### src/rtl/instr_sequencer.sv
// Instruction sequencer: streams words from a small program memory to a CPU,
// holding each word for a class-dependent number of cycles, with single-step and abort.
module instr_sequencer #(
    parameter int INSTR_WIDTH  = 20,
    parameter int PC_BITS      = 4,
    parameter int STD_CYCLES   = 3,
    parameter int LOAD_CYCLES  = 4,
    parameter int STORE_CYCLES = 3
) (
    input  logic                   clk,
    input  logic                   rst,
    input  logic                   prog_wen,
    input  logic [PC_BITS-1:0]     prog_addr,
    input  logic [INSTR_WIDTH-1:0] prog_data,
    input  logic                   start,
    input  logic                   abort,
    input  logic                   step_mode,
    input  logic                   step,
    output logic [INSTR_WIDTH-1:0] instruction,
    output logic [PC_BITS-1:0]     pc,
    output logic                   busy,
    output logic                   done,
    output logic [7:0]             retired
);

    localparam int DEPTH  = 2 ** PC_BITS;
    localparam int CLS_HI = INSTR_WIDTH - 1;

    localparam logic [1:0] S_IDLE      = 2'd0;
    localparam logic [1:0] S_ISSUE     = 2'd1;
    localparam logic [1:0] S_WAIT_STEP = 2'd2;

    localparam logic [1:0]             CLS_HALT = 2'b00;
    localparam logic [PC_BITS-1:0]     PC_ZERO  = {PC_BITS{1'b0}};
    localparam logic [PC_BITS-1:0]     PC_ONE   = {{(PC_BITS-1){1'b0}}, 1'b1};
    localparam logic [PC_BITS-1:0]     PC_LAST  = {PC_BITS{1'b1}};
    localparam logic [INSTR_WIDTH-1:0] NOP_WORD = {INSTR_WIDTH{1'b0}};

    // Counter preload is N-1 so that the word stays on the bus for exactly N cycles.
    function automatic logic [7:0] hold_reload(input logic [1:0] cls);
        logic [7:0] r;
        case (cls)
            2'b01:   r = 8'(STD_CYCLES - 1);
            2'b10:   r = 8'(LOAD_CYCLES - 1);
            2'b11:   r = 8'(STORE_CYCLES - 1);
            default: r = 8'd0;
        endcase
        return r;
    endfunction

    logic [INSTR_WIDTH-1:0] mem_q [DEPTH];

    logic [1:0]             state_q,   state_d;
    logic [INSTR_WIDTH-1:0] instr_q,   instr_d;
    logic [PC_BITS-1:0]     pc_q,      pc_d;
    logic [7:0]             cnt_q,     cnt_d;
    logic [7:0]             retired_q, retired_d;
    logic                   done_q,    done_d;
    logic                   busy_q,    busy_d;

    logic [INSTR_WIDTH-1:0] first_word_s;
    logic [1:0]             first_cls_s;
    logic [PC_BITS-1:0]     pc_inc_s;
    logic [INSTR_WIDTH-1:0] next_word_s;
    logic [1:0]             next_cls_s;
    logic                   halt_next_s;
    logic [7:0]             retired_inc_s;

    // Look-ahead on the word at address 0 and on the word after the current pc.
    always_comb begin
        first_word_s  = mem_q[PC_ZERO];
        first_cls_s   = first_word_s[CLS_HI -: 2];
        pc_inc_s      = pc_q + PC_ONE;
        next_word_s   = mem_q[pc_inc_s];
        next_cls_s    = next_word_s[CLS_HI -: 2];
        halt_next_s   = (pc_q == PC_LAST) || (next_cls_s == CLS_HALT);
        retired_inc_s = (retired_q == 8'hFF) ? 8'hFF : (retired_q + 8'd1);
    end

    // Sequencer next-state logic; abort outranks both counter expiry and step.
    always_comb begin
        state_d   = state_q;
        instr_d   = instr_q;
        pc_d      = pc_q;
        cnt_d     = cnt_q;
        retired_d = retired_q;
        done_d    = 1'b0;
        case (state_q)
            S_IDLE: begin
                if (start) begin
                    pc_d      = PC_ZERO;
                    retired_d = 8'd0;
                    if (first_cls_s != CLS_HALT) begin
                        state_d = S_ISSUE;
                        instr_d = first_word_s;
                        cnt_d   = hold_reload(first_cls_s);
                    end else begin
                        instr_d = NOP_WORD;
                        done_d  = 1'b1;
                    end
                end else begin
                    state_d = S_IDLE;
                end
            end
            S_ISSUE: begin
                if (abort) begin
                    state_d = S_IDLE;
                    instr_d = NOP_WORD;
                    pc_d    = PC_ZERO;
                end else if (cnt_q != 8'd0) begin
                    cnt_d = cnt_q - 8'd1;
                end else begin
                    retired_d = retired_inc_s;
                    if (halt_next_s) begin
                        state_d = S_IDLE;
                        instr_d = NOP_WORD;
                        pc_d    = PC_ZERO;
                        done_d  = 1'b1;
                    end else if (step_mode) begin
                        state_d = S_WAIT_STEP;
                    end else begin
                        pc_d    = pc_inc_s;
                        instr_d = next_word_s;
                        cnt_d   = hold_reload(next_cls_s);
                    end
                end
            end
            S_WAIT_STEP: begin
                // The halt check was done at expiry, so mem[pc+1] is known to be issuable.
                if (abort) begin
                    state_d = S_IDLE;
                    instr_d = NOP_WORD;
                    pc_d    = PC_ZERO;
                end else if (step) begin
                    state_d = S_ISSUE;
                    pc_d    = pc_inc_s;
                    instr_d = next_word_s;
                    cnt_d   = hold_reload(next_cls_s);
                end else begin
                    state_d = S_WAIT_STEP;
                end
            end
            default: begin
                state_d = S_IDLE;
                instr_d = NOP_WORD;
                pc_d    = PC_ZERO;
                cnt_d   = 8'd0;
            end
        endcase
        busy_d = (state_d != S_IDLE);
    end

    // Sequencer state and registered outputs.
    always_ff @(posedge clk or negedge rst) begin
        if (!rst) begin
            state_q   <= S_IDLE;
            instr_q   <= NOP_WORD;
            pc_q      <= PC_ZERO;
            cnt_q     <= 8'd0;
            retired_q <= 8'd0;
            done_q    <= 1'b0;
            busy_q    <= 1'b0;
        end else begin
            state_q   <= state_d;
            instr_q   <= instr_d;
            pc_q      <= pc_d;
            cnt_q     <= cnt_d;
            retired_q <= retired_d;
            done_q    <= done_d;
            busy_q    <= busy_d;
        end
    end

    // Program memory keeps its contents through reset; writes land only while idle.
    always_ff @(posedge clk) begin
        if (prog_wen && (state_q == S_IDLE)) begin
            mem_q[prog_addr] <= prog_data;
        end
    end

    assign instruction = instr_q;
    assign pc          = pc_q;
    assign busy        = busy_q;
    assign done        = done_q;
    assign retired     = retired_q;

endmodule

### config.mk
export PLATFORM = sky130hd
export DESIGN_NAME = instr_sequencer
export DESIGN_NICKNAME = d
export VERILOG_FILES = /design/src/rtl/instr_sequencer.sv
export SDC_FILE = /design/constraint.sdc
export NUM_CORES = 1
export LEC_CHECK = 0
export BUFFER_PORTS_ARGS = -buffer_cell sky130_fd_sc_hd__buf_2
export CORE_MARGIN = 2
export CORE_UTILIZATION = 30
export DETAILED_ROUTE_END_ITERATION = 12
export PLACE_DENSITY = 0.52
export SYNTH_ARGS = -nofsm -noshare
export SYNTH_HDL_FRONTEND = slang
export SYNTH_SLANG_ARGS = --single-unit
### constraint.sdc
create_clock -name clk -period 8.59 [get_ports clk]
set_input_delay 1.718 -clock clk [delete_from_list [all_inputs] [get_ports clk]]
set_output_delay 1.718 -clock clk [all_outputs]
set_load 0.01 [all_outputs]
; ---- After elaboration in Yosys (flattened, before gate mapping)
; Memory sizes are Yosys's and may differ from the RTL's.
; Index checks and enable logic that the tools add are counted.
[totals]
wordCells = 95
register_bits = 44
output_inout_bits = 34
inputBits = 31
mem_count = 1
ramBits = 320
[classes]
reduce_logical = 13
addsub = 3
n_eq_ne = 21
muxes = 50
[memory_table]
columns = name, words, width, rd, rd_clocked_by_memory_dff, wr, line
row1 = mem_q, 16, 20, 2, 0, 1, 51  ; logic [INSTR_WIDTH-1:0] mem_q [DEPTH];
[ops]
columns = op, count
row1 = $mux 20, 8
row2 = $mux 8, 12
row3 = $pmux 20 s3, 1
row4 = $mux 4, 7
row5 = $pmux 8 s3, 1
row6 = $mux 2, 8
row7 = $pmux 8 s2, 1
row8 = $ne 2x2->1 const B, 6
row9 = $ne 3x3->1 const B, 4
row10 = $pmux 4 s3, 1
row11 = $eq 2x2->1 const B, 5
row12 = $add 8x1->8 const B, 1
row13 = $eq 8x8->1 const B, 1
row14 = $pmux 2 s2, 2
row15 = $reduce_and 4->1, 2
row16 = $reduce_bool 8->1, 1
row17 = $sub 8x1->8 const B, 1
row18 = $mux 1, 7
row19 = $reduce_and 7->1, 1
row20 = $eq 2x1->1 const B, 3
row21 = $pmux 2 s3, 1
row22 = $reduce_bool 2->1, 3
row23 = $add 4x1->4 const B, 1
row24 = $eq 4x4->1 const B, 1
row25 = 6 further kinds, 8

; ---- Longest topological paths before layout
; An unclocked memory read counts as a cell.
[depth]
depth_word = 10
mapped_depth = 11
ltp_nobuf = 8

; ---- Least setup slack after synthesis
; OpenSTA, ideal clock, no wires.
[synth_path]
path_kind = input -> register
from = input port prog_addr[3]
to = memory mem_q[0][0] (enable)
t_arrival_ps = 3554
path_buffers = 0
setup_time_ps = 422
required_ps = 8168
setup_slack_ps = 4614
cell_stages = 2
path_cell_list = or3_1 > nor3_1
[synth_lines]
columns = item, line
row1 = from (decl), 13  ; input logic [PC_BITS-1:0] prog_addr,
row2 = to (decl), 51
; Straight into the memory's write port.

; ---- Final worst setup path
[layout_path]
from = register pc_q[0], in the netlist pc[0]
to = register instr_q[13], in the netlist instruction[13]
[layout_between]
elab_chain_len = 8
elab_cells_between_ends = 14
classes_between = add/sub (1) / eq/ne (2) / mux (7) / reduce/logical (3) / memory (1)
[layout_rtl]
columns = item, line
row1 = from (decl), 55  ; logic [PC_BITS-1:0] pc_q, pc_d;
row2 = from (signal assigned), 166  ; pc_q <= pc_d;
row3 = $add 4x1->4, 73  ; pc_inc_s = pc_q + PC_ONE;
row4 = $mem_v2 16x20, --
row5 = $logic_not 2->1, 76  ; halt_next_s = (pc_q == PC_LAST) || (next_cls_s == CLS_HALT);
row6 = $logic_or 1x1->1, 76
row7 = $mux 20, 114  ; if (halt_next_s) begin
row8 = $mux 20, 110  ; end else if (cnt_q != 8'd0) begin
row9 = $mux 20, 106  ; if (abort) begin
row10 = $pmux 20 s3, 88  ; case (state_q)
row11 = to (signal assigned), 165  ; instr_q <= instr_d;
row12 = to (decl), 54  ; logic [INSTR_WIDTH-1:0] instr_q, instr_d;
; Several ways; a longest one is shown, not always the timed one. The select of a mux whose other input is x is not followed.
; A chain may end at the register's enable or synchronous reset.

==> results.md <==
- Initial DRC count: slightly below 700
- Highest Clock Rate: between 0.2 and 0.3 GHz
- #FFs+latches synth: between 300 and 400
- Synth top cells by count: edfxtp_1 (320), mux4_2 (80), dfrtp_1 (44)
- CP endpoint kind: flip-flop
- Crit Path Class: flip-flop to flip-flop
- Worst Skew: about 0.018 ns
- Clk Latency, worst-skew pair: between 0.5 and 0.6 ns
- Avg Inst Size Synth: about 19 um^2
- PostCTS Resize Cnt: 0
- H-tree depth: 2
- Sum Neg Setup Slack: 0 ns
- Core area: between 40000 and 50000 um^2
- Reg2reg setup slack: 4.73 ns
- Final worst slack: about 4.7 ns
- Total Wirelength: 36.0 mm
- Largest net degree at the start of global routing: between 60 and 70
- Die Y: 228 um
- GRT Overall Usage: 0.139
- Layout cells sized above 1: 0.294
- Outcome: finished, final reports clean
- Avg WL per Cell: approximately 22 um
- Reg2Reg Depth: 7
- Yosys cell types: 63
- Hold worst-path end: cnt_q[6]
- Period utilization: 0.450
- Vias: 8083
- CTS tree: built
- Final Hold Fails: 0
- Global route overflow: 0
- Mapped Area: about 15000 um^2
- First-pass GRT wire length: 54.5 mm
- Die area: approximately 52000 um^2
- Endpoints failing setup: 0
- Ys flop type: edfxtp_1
- RePlAce Congestion: 0.801
- Post-synth EDFFs: 320
- Reg-to-Reg End: instruction[13]
- Longest Clk Path Bufs: 3
- Most common cell in the netlist: edfxtp_1
- Total CTS buffers: 40
- Vias in the first global route: about 8200
- RSZ-0062 raised after global routing: no
- Register area share after synthesis: 0.711
- Startpoint types: flip-flop
- Max-cap viol count: 0
- Worst Min Path Start: cnt_q[6]
- Initial core utilization: 0.302
- Worst Hold Depth: 2
- DRC: 0
- Yosys warns: 0
- FF-to-FF Start: pc[0]
- Async SR Flop Fraction: 0.121
- Post-synth top area share: 0.638
- Pwr/cell area: 265 nW/um^2
- Min-delay worst type: flip-flop to flip-flop
- Pleak: slightly below 6 nW
- Pre-Repair DR Iteration Count: 7
- DRT antenna net count: 0
- Num rows: 82
- Cell taking the most area after synthesis: edfxtp_1
- Worst slew pin tran: 1.33 ns
- Clk sinks: roughly 360
- Slew Limit Fails: 0
- Crit Path Max Fanout: 62
- Hold_buf cts: 0
- I/O pin count: 65
- Initial antenna violation count: 2
- Finished Core Util: 0.353
- Setup repair bufs after CTS: 0
- Post-route minimum period: ~3.9 ns
- Root buf cell: clkbuf_16
- Die W: 228 um
- Ranking of synthesized cells by area: edfxtp_1 (64%), mux4_2 (12%), dfrtp_1 (7.3%)
- Worst endpoint required time: ~9 ns
- Hpwl dp: between 20 and 25 mm
- Worst Path Arrival: approximately 4.3 ns
- Post-Place Setup Slack: 4.65 ns
- Clock-pin transition on the worst setup and hold timing paths: around 0.06 ns
- Cell count after synthesis: around 800
- Fillcell total: ~4700
- VDD IR max: around 0.00012 V
- Setup crit start: pc[0]
- Synth Net Count: 848
- Final #Nets: just over 900
- Avg Vias per Cell: 5.04
- Syn-to-layout area delta: 17.0%
- Port-buffer cells: 64
- Rel. slew slack: 0.110
-- cells in the final DEF, fill, tap and decap left out, drive strengths merged, types with 22 or more instances in the layout --
| master | netlist | final |
|---|---|---|
| nor2b | 23 | 23 |
| clkbuf | 17 | 48 |
| o21ai | 24 | 24 |
| mux4 | 80 | 80 |
| a22o | 22 | 22 |
| buf | 25 | 87 |
| dfrtp | 44 | 44 |
| a211oi | 36 | 36 |
| nor2 | 32 | 32 |
| edfxtp | 320 | 320 |
| mux2i | 28 | 28 |
-- stage by stage --
stage | total power, mW | instance area [um^2] | cells | hold slack, ns
6_report | 4.67 | 17600 | 1604 | 0.467
5_1_grt | 4.87 | 17600 | 1601 | 0.491
4_1_cts | 4.72 | 17600 | 1601 | 0.472
3_5_place_dp | 2.97 | 16300 | 1527 | 0.459
3_3_place_gp | 2.97 | 16300 | 1527 | 0.455
2_1_floorplan | 2.71 | 15100 | 810 | 0.440
-- critical path, stage by stage, from the launching register on --
cell and delay (ns):
dfrtp_4 0.53, ha_4 0.20, xor2_4 0.14, buf_4 0.76, mux4_2 0.68, o311a_1 0.72
a22o_1 0.36, mux2_1 0.30
-- logic make-up (layout without fill, tap and decap cells) --
family | Yosys count | in the layout | synth area share
flops | 364 | 364 | 0.711
compound gates | 131 | 131 | 0.0630
mux | 128 | 128 | 0.156
simple gates | 125 | 125 | 0.0445
buf+inv | 52 | 171 | 0.0179
fa+ha+maj | 7 | 7 | 0.00581
xor+xnor | 3 | 3 | 0.00224
other cells | 0 | 3 | 0
-- routing by layer --
| metal | GRT usage | wire length, um | vias to the layer above |
|---|---|---|---|
| li1 | - | - | 3518 |
| met1 | 0.200 | 16700 | 4283 |
| met2 | 0.219 | 16700 | 241 |
| met3 | 0.0265 | 2000 | 41 |
| met4 | 0.0317 | 543 | 0 |
| met5 | 0 | 0 | - |
-- flip-flops by register name (all words and copies together) (netlist names) --
register	count
state_q	2
busy	1
mem_q	320
pc	4
done	1
cnt_q	8
retired	8
instruction	20
-- worst max-delay path by stage --
stage	slack, ns	to	cells past startpoint
global route	4.52	instruction[5]	8
global placement	4.71	instruction[11]	7
CTS	4.67	instruction[13]	7
floorplan	4.61	mem_q[0][0]	2
finish	4.73	instruction[13]	7
detailed placement	4.65	mem_q[0][8]	4
-- final cells by class --
class,instances,area [um^2],share of cell area
well taps,672,841,0.0477
diodes,3,7.51,0.000426
inverters,10,37.5,0.00213
clock buffers,48,1080,0.0614
clock inverters,26,270,0.0153
multi-input cells,394,4180,0.237
flip-flops and latches,364,10700,0.608
repair buffers,87,493,0.0280
-- power by group --
group | internal (mW) | switching [mW] | total [mW]
registers | 2.03 | 0.0775 | 2.11
clock network | 1.05 | 0.690 | 1.74
logic | 0.361 | 0.458 | 0.819
(Power assumes the default switching activity.)
